<file path="src/rtl/scanner_sequencer.sv">
// scanner_sequencer
//   Moves the single active LED of the scanner bar back and forth across
//   NUM_LEDS positions, holding it for one extra step at each end. Four step
//   rates are selectable, and a button cycles through them. The lit LED is
//   gated by the brightness PWM.
//
// Ports
//   clk          system clock
//   reset        asynchronous, active-high reset
//   change_speed asynchronous button; each rising edge advances speed_sel
//   pause        asynchronous level; high freezes the sweep
//   pwm_enable   brightness gate, synchronous to clk
//   leds         registered one-hot LED drive, gated by pwm_enable
//   position     current active LED index
//   direction    1 = heading up, 0 = heading down
//   speed_sel    current speed level (0 = slowest)
//   step_tick    one-cycle pulse on each step boundary
module scanner_sequencer #(
  parameter int CLK_FREQ        = 6000,
  parameter int NUM_LEDS        = 8,
  parameter int STEP_BASE       = CLK_FREQ / 4,
  parameter int STEP_CNTR_WIDTH = 16,
  localparam int POS_W          = (NUM_LEDS > 1) ? $clog2(NUM_LEDS) : 1
) (
  input  logic                clk,
  input  logic                reset,
  input  logic                change_speed,
  input  logic                pause,
  input  logic                pwm_enable,
  output logic [NUM_LEDS-1:0] leds,
  output logic [POS_W-1:0]    position,
  output logic                direction,
  output logic [1:0]          speed_sel,
  output logic                step_tick
);

  localparam logic [STEP_CNTR_WIDTH-1:0] BASE     = STEP_CNTR_WIDTH'(STEP_BASE);
  localparam logic [STEP_CNTR_WIDTH-1:0] CNT_ONE  = STEP_CNTR_WIDTH'(1);
  localparam logic [POS_W-1:0]           POS_LAST = POS_W'(NUM_LEDS - 1);
  localparam logic [POS_W-1:0]           POS_ONE  = POS_W'(1);

  typedef enum logic [1:0] {
    SCAN_UP      = 2'd0,
    DWELL_TOP    = 2'd1,
    SCAN_DOWN    = 2'd2,
    DWELL_BOTTOM = 2'd3
  } state_t;

  state_t                     state_q, state_d;
  logic [3:0]                 cs_sr_q, cs_sr_d;
  logic [1:0]                 pause_sync_q, pause_sync_d;
  logic [1:0]                 speed_q, speed_d;
  logic [STEP_CNTR_WIDTH-1:0] cntr_q, cntr_d;
  logic                       tick_q, tick_d;
  logic [POS_W-1:0]           pos_q, pos_d;
  logic                       dir_q, dir_d;
  logic [NUM_LEDS-1:0]        leds_q, leds_d;

  logic                       pause_s;
  logic                       speed_rise;
  logic                       step_evt;
  logic [STEP_CNTR_WIDTH-1:0] period;

  always_ff @(posedge clk or posedge reset) begin
    if (reset) begin
      state_q      <= SCAN_UP;
      cs_sr_q      <= '0;
      pause_sync_q <= '0;
      speed_q      <= '0;
      cntr_q       <= '0;
      tick_q       <= 1'b0;
      pos_q        <= '0;
      dir_q        <= 1'b1;
      leds_q       <= '0;
    end else begin
      state_q      <= state_d;
      cs_sr_q      <= cs_sr_d;
      pause_sync_q <= pause_sync_d;
      speed_q      <= speed_d;
      cntr_q       <= cntr_d;
      tick_q       <= tick_d;
      pos_q        <= pos_d;
      dir_q        <= dir_d;
      leds_q       <= leds_d;
    end
  end

  always_comb begin
    state_d = state_q;
    pos_d   = pos_q;

    // Button path: bits [1:0] synchronize, bits [3:2] hold the two oldest
    // samples for edge detection. Newest sample enters at bit 0, so a rise
    // shows up three clocks after the pin is first sampled high.
    cs_sr_d    = {cs_sr_q[2:0], change_speed};
    speed_rise = cs_sr_q[2] & ~cs_sr_q[3];
    speed_d    = speed_rise ? speed_q + 2'd1 : speed_q;

    pause_sync_d = {pause_sync_q[0], pause};
    pause_s      = pause_sync_q[1];

    // >= rather than == so a speed-up that leaves the count past the new
    // terminal value still ends the step on the next clock.
    period   = BASE >> speed_q;
    step_evt = !pause_s && (cntr_q >= period - CNT_ONE);

    if (pause_s)       cntr_d = cntr_q;
    else if (step_evt) cntr_d = '0;
    else               cntr_d = cntr_q + CNT_ONE;
    tick_d = step_evt;

    if (step_evt) begin
      case (state_q)
        SCAN_UP: begin
          pos_d = pos_q + POS_ONE;
          if (pos_d == POS_LAST) state_d = DWELL_TOP;
        end
        DWELL_TOP:    state_d = SCAN_DOWN;
        SCAN_DOWN: begin
          pos_d = pos_q - POS_ONE;
          if (pos_d == '0) state_d = DWELL_BOTTOM;
        end
        DWELL_BOTTOM: state_d = SCAN_UP;
        default: begin
          state_d = SCAN_UP;
          pos_d   = '0;
        end
      endcase
    end

    // Direction follows the state, so during a dwell it already shows the
    // heading the bar will take once the dwell ends.
    dir_d = (state_d == SCAN_UP) || (state_d == DWELL_BOTTOM);

    leds_d = '0;
    if (pwm_enable) leds_d[pos_q] = 1'b1;
  end

  assign leds      = leds_q;
  assign position  = pos_q;
  assign direction = dir_q;
  assign speed_sel = speed_q;
  assign step_tick = tick_q;

endmodule
</file>
<file path="config.mk">
export PLATFORM = sky130hd
export DESIGN_NAME = scanner_sequencer
export DESIGN_NICKNAME = d
export VERILOG_FILES = /design/src/rtl/scanner_sequencer.sv
export SDC_FILE = /design/constraint.sdc
export NUM_CORES = 1
export LEC_CHECK = 0
export ABC_AREA = 1
export BUFFER_PORTS_ARGS = -buffer_cell sky130_fd_sc_hd__buf_2
export CORE_MARGIN = 2
export CORE_UTILIZATION = 40
export CTS_CLUSTER_DIAMETER = 150
export CTS_CLUSTER_SIZE = 16
export DETAILED_ROUTE_END_ITERATION = 10
export PLACE_DENSITY_LB_ADDON = 0.15
export SLEW_MARGIN = 20
export SYNTH_ARGS = -nofsm -noshare
export SYNTH_HDL_FRONTEND = slang
export SYNTH_SLANG_ARGS = --single-unit
</file>
<file path="constraint.sdc">
create_clock -name clk -period 2.19 [get_ports clk]
set_input_delay 0.657 -clock clk [delete_from_list [all_inputs] [get_ports clk]]
set_output_delay 0.657 -clock clk [all_outputs]
set_load 0.1 [all_outputs]
</file>
==> impl_results.md <==
- CTS H-tree lvls: 2
- Top Ports: 20
- Hold buffers post-CTS: 0
- Crit-path cells: inv_6, ha_2, inv_1, ha_1, a21oi_1, o21ai_1, a21oi_2, a21oi_2, buf_4, nor3b_1
- Antenna violations before repair: 0
- Share of synthesized flip-flops with an asynchronous set or reset: 1.000
- Average vias per placed instance: roughly 4.7
- Data required time at the worst endpoint: between 2 and 2.5 ns
- Post-Layout Inst Area: approximately 0.0027 mm2
- Synthesis-to-finish area growth: 19.54%
- Hold violation total from the final report: 0
- Top-count cell post-synth: sky130_fd_sc_hd__nand2_1
- Total wire length after detailed routing: ~4300 um
- P_leak: ~0.0014 uW
- Post-place instance area: 0.002565 mm2
- Detailed-router iteration count before antenna repair: 4
- Drt initial violations: 39
- Clock tree from TritonCTS: built
- Arrival @ worst endpoint: 2.35 ns
- Remaining antenna violation count: 0
- Share of the clock period used by the worst path: 0.9773
- Slowest Stage Delay on Critical Path: roughly 0.52 ns
- Total inserted antenna cells: 0
- Final HPWL from detailed placement: between 3000 and 4000 um
- Upper clock frequency limit: ~470 MHz
- Proportion of layout cells with a drive suffix above 1: 0.2116
- Post-layout net count: 328
- Clock latency at the later pin of the worst-skew pair: 0.29 ns
- Final setup vio count: 0
- Total of buffers placed on input and output ports: 19
- Post-synth top cells: sky130_fd_sc_hd__nand2_1, sky130_fd_sc_hd__dfrtp_1, sky130_fd_sc_hd__ha_1, sky130_fd_sc_hd__inv_1, sky130_fd_sc_hd__nor2_1
- Area of the core: approximately 0.0055 mm2
- Clk_skew: between 0.007 and 0.008 ns
- Reg-to-reg critical path startpoint: speed_sel[1]$_DFFE_PP0P_
- PwrDens: around 1300 mW/mm2
- Top post-synthesis cells by area: sky130_fd_sc_hd__dfrtp_1, sky130_fd_sc_hd__ha_1, sky130_fd_sc_hd__nand2_1
- Final min period: 2.140 ns
- Sequential area share after synthesis: 0.4275
- CTS buffer count: 5
- Crit path launch: speed_sel[1]$_DFFE_PP0P_
- Horizontal die dimension: around 80 um
- Biggest area consumer among synthesized cells: sky130_fd_sc_hd__dfrtp_1
- Number of warnings issued by yosys: 0
- Initial core utilization: 0.4151
- Routability congestion estimate from global placement: roughly 0.81
- Mapped Area: roughly 0.0023 mm2
- Worst-path maximum fanout: 8
- Number of distinct library cells after synthesis: 31
- Hold path startpoint: cs_sr_q[1]$_DFF_PP0_
- Setup repair after global routing missed its margin: yes
- Count of buffering cells on the critical path with inverters included: 3
- Wire length of the first global-routing pass: around 7600 um
- GRT overflow: 0
- Number of cell rows: 27
- Kind of launch point of the worst setup path: register
- Post-place setup slack: -0.06948 ns
- Top FF cell, synth: sky130_fd_sc_hd__dfrtp_1
- Number of buffers on the longest clock path: 2
- Max-cap viol count: 0
- Gate family responsible for the most delay along the worst path: compound AO/OA/AOI/OAI gates
- Setup CP Type: reg -> reg
- Peak supply drop: around 0.0010 V
- Overall via count from detail_route: between 1500 and 2000
- Sinks on the clock net: 39
- Number of slew-limit violations in the final report: 0
- Synthesized flop and latch total: 39
- Total Routing Usage GR: 0.1554
- Setup crit end kind: register
- Post-layout worst setup margin: approximately 0.050 ns
- Non-filler cells in the finished layout: 365
- Remaining DRCs: 0
- Instance count of the mapped netlist: between 200 and 300
- Root buffer cell: sky130_fd_sc_hd__clkbuf_8
- Final cell utilization of the core: 0.4963
- Vert. Die Dim: between 70 and 80 um
- Area fraction of the dominant cell type after synthesis: 0.4160
- Per-instance average area after synthesis: about 8.9 um2
- Maximum number of pins on one net before global-route repair: 40
- Cell type with the highest occurrence count on the critical path: sky130_fd_sc_hd__a21oi_2
- EDFF count, synth: 0
- Hold Crit Class: reg -> reg
- Detailed-route wire length per cell: approximately 12 um
- Floorplan die area: 0.006335 mm2
- Status: complete, no violations
- Cell count after placement: about 360
- Cell type of the slowest stage on the worst timing path: sky130_fd_sc_hd__dfrtp_4
- Number of global-route vias before repair: 1756
- Clock transition at the registers of the reported paths: roughly 0.080 ns
-- state kept, by name, summed over array words and instances (netlist names), 2 cells and up --
register      count
pause_sync_q      2
cs_sr_q           4
state_q           2
cntr_q           16
leds              8
position          3
speed_sel         2
-- worst reg2reg max path, cell delays in order (launching register included) --
cell and delay, ns:
sky130_fd_sc_hd__dfrtp_4 0.52, sky130_fd_sc_hd__inv_6 0.09, sky130_fd_sc_hd__ha_2 0.17, sky130_fd_sc_hd__inv_1 0.04, sky130_fd_sc_hd__ha_1 0.28, sky130_fd_sc_hd__a21oi_1 0.15, sky130_fd_sc_hd__o21ai_1 0.11, sky130_fd_sc_hd__a21oi_2 0.23
sky130_fd_sc_hd__a21oi_2 0.10, sky130_fd_sc_hd__buf_4 0.18, sky130_fd_sc_hd__nor3b_1 0.18
-- cell families (layout without fill, tap and decap cells) --
| logic type | after synthesis | in the layout | synth area share |
|---|---|---|---|
| and+or+nand+nor | 120 | 120 | 0.2441 |
| muxes | 2 | 2 | 0.008758 |
| buffers and inverters | 31 | 62 | 0.05144 |
| DFF | 39 | 39 | 0.4275 |
| xor gates and xnor gates | 10 | 10 | 0.03831 |
| AOI/OAI and AO/OA | 24 | 24 | 0.05857 |
| other | 1 | 5 | 0.001640 |
| adders and majority gates | 31 | 31 | 0.1697 |
-- power breakdown --
group	internal, uW	total, uW	switching (uW)
combinational	547	1880	1330
clock	343	615	272
sequential	909	1120	214
total	1800	3610	1810
-- cell usage in the layout, fill, tap and decap left out, types with 6 or more instances in the layout --
master,count
sky130_fd_sc_hd__nand2_1,53
sky130_fd_sc_hd__dfrtp_1,36
sky130_fd_sc_hd__ha_1,27
sky130_fd_sc_hd__inv_1,26
sky130_fd_sc_hd__nor2_1,26
sky130_fd_sc_hd__buf_2,19
sky130_fd_sc_hd__nand3_1,11
sky130_fd_sc_hd__a21oi_1,9
sky130_fd_sc_hd__o21ai_0,7
sky130_fd_sc_hd__nor3_1,6
sky130_fd_sc_hd__xor2_1,6
sky130_fd_sc_hd__buf_4,6
-- area by class of cell --
type	instances	area, um2
Clock buffer	5	68.82
Tap cell	72	90.09
Clock inverter	3	46.29
Timing Repair Buffer	25	140.1
Inverter	29	118.9
Multi-Input combinational cell	192	1284
Fill cell	541	2774
Sequential cell	39	984.7
-- path summary, 6_finish.rpt --
| kind | end | cells after the start | slack (ns) |
|---|---|---|---|
| worst max-delay path | cntr_q[10]$_DFFE_PP0N_ | 10 | 0.05 |
| worst min-delay path | cs_sr_q[2]$_DFF_PP0_ | 0 | 0.35 |
| worst max register to register | cntr_q[10]$_DFFE_PP0N_ | 10 | 0.05 |
| worst min register to register | cs_sr_q[2]$_DFF_PP0_ | 0 | 0.35 |
| max in group asynchronous | speed_sel[0]$_DFFE_PP0P_ | 3 | 1.35 |
| min in group asynchronous | cntr_q[2]$_DFFE_PP0N_ | 3 | 0.47 |
-- through the flow --
stage                     TNS [ns]  total power, uW  hold slack, ns
after detailed placement   -0.6352             2963          0.3396
final                            0             3613          0.3538
after CTS                        0             3605          0.3592
after global placement    -0.02250             2948          0.3323
after floorplan                  0             2602          0.3312
after global routing        -1.674             3897          0.3669
-- layer usage --
layer	wire length, um	global-route usage	share of wire	up-vias
met5	0	0	0	-
met3	86	0.03167	0.020	7
met2	2050	0.2647	0.48	15
li1	-	-	-	902
met4	68	0.06724	0.016	0
met1	2102	0.1895	0.49	795
-- repair_timing --
| item | CTS | global route |
|---|---|---|
| endpoints found under the hold margin | 0 | 0 |
| pin swaps | 1 | 5 |
| buffers inserted | 0 | 1 |
| gates resized for setup | 2 | 8 |
| endpoints found under the setup margin | 16 | 22 |
Note: power is estimated with default switching activity, not from simulation.
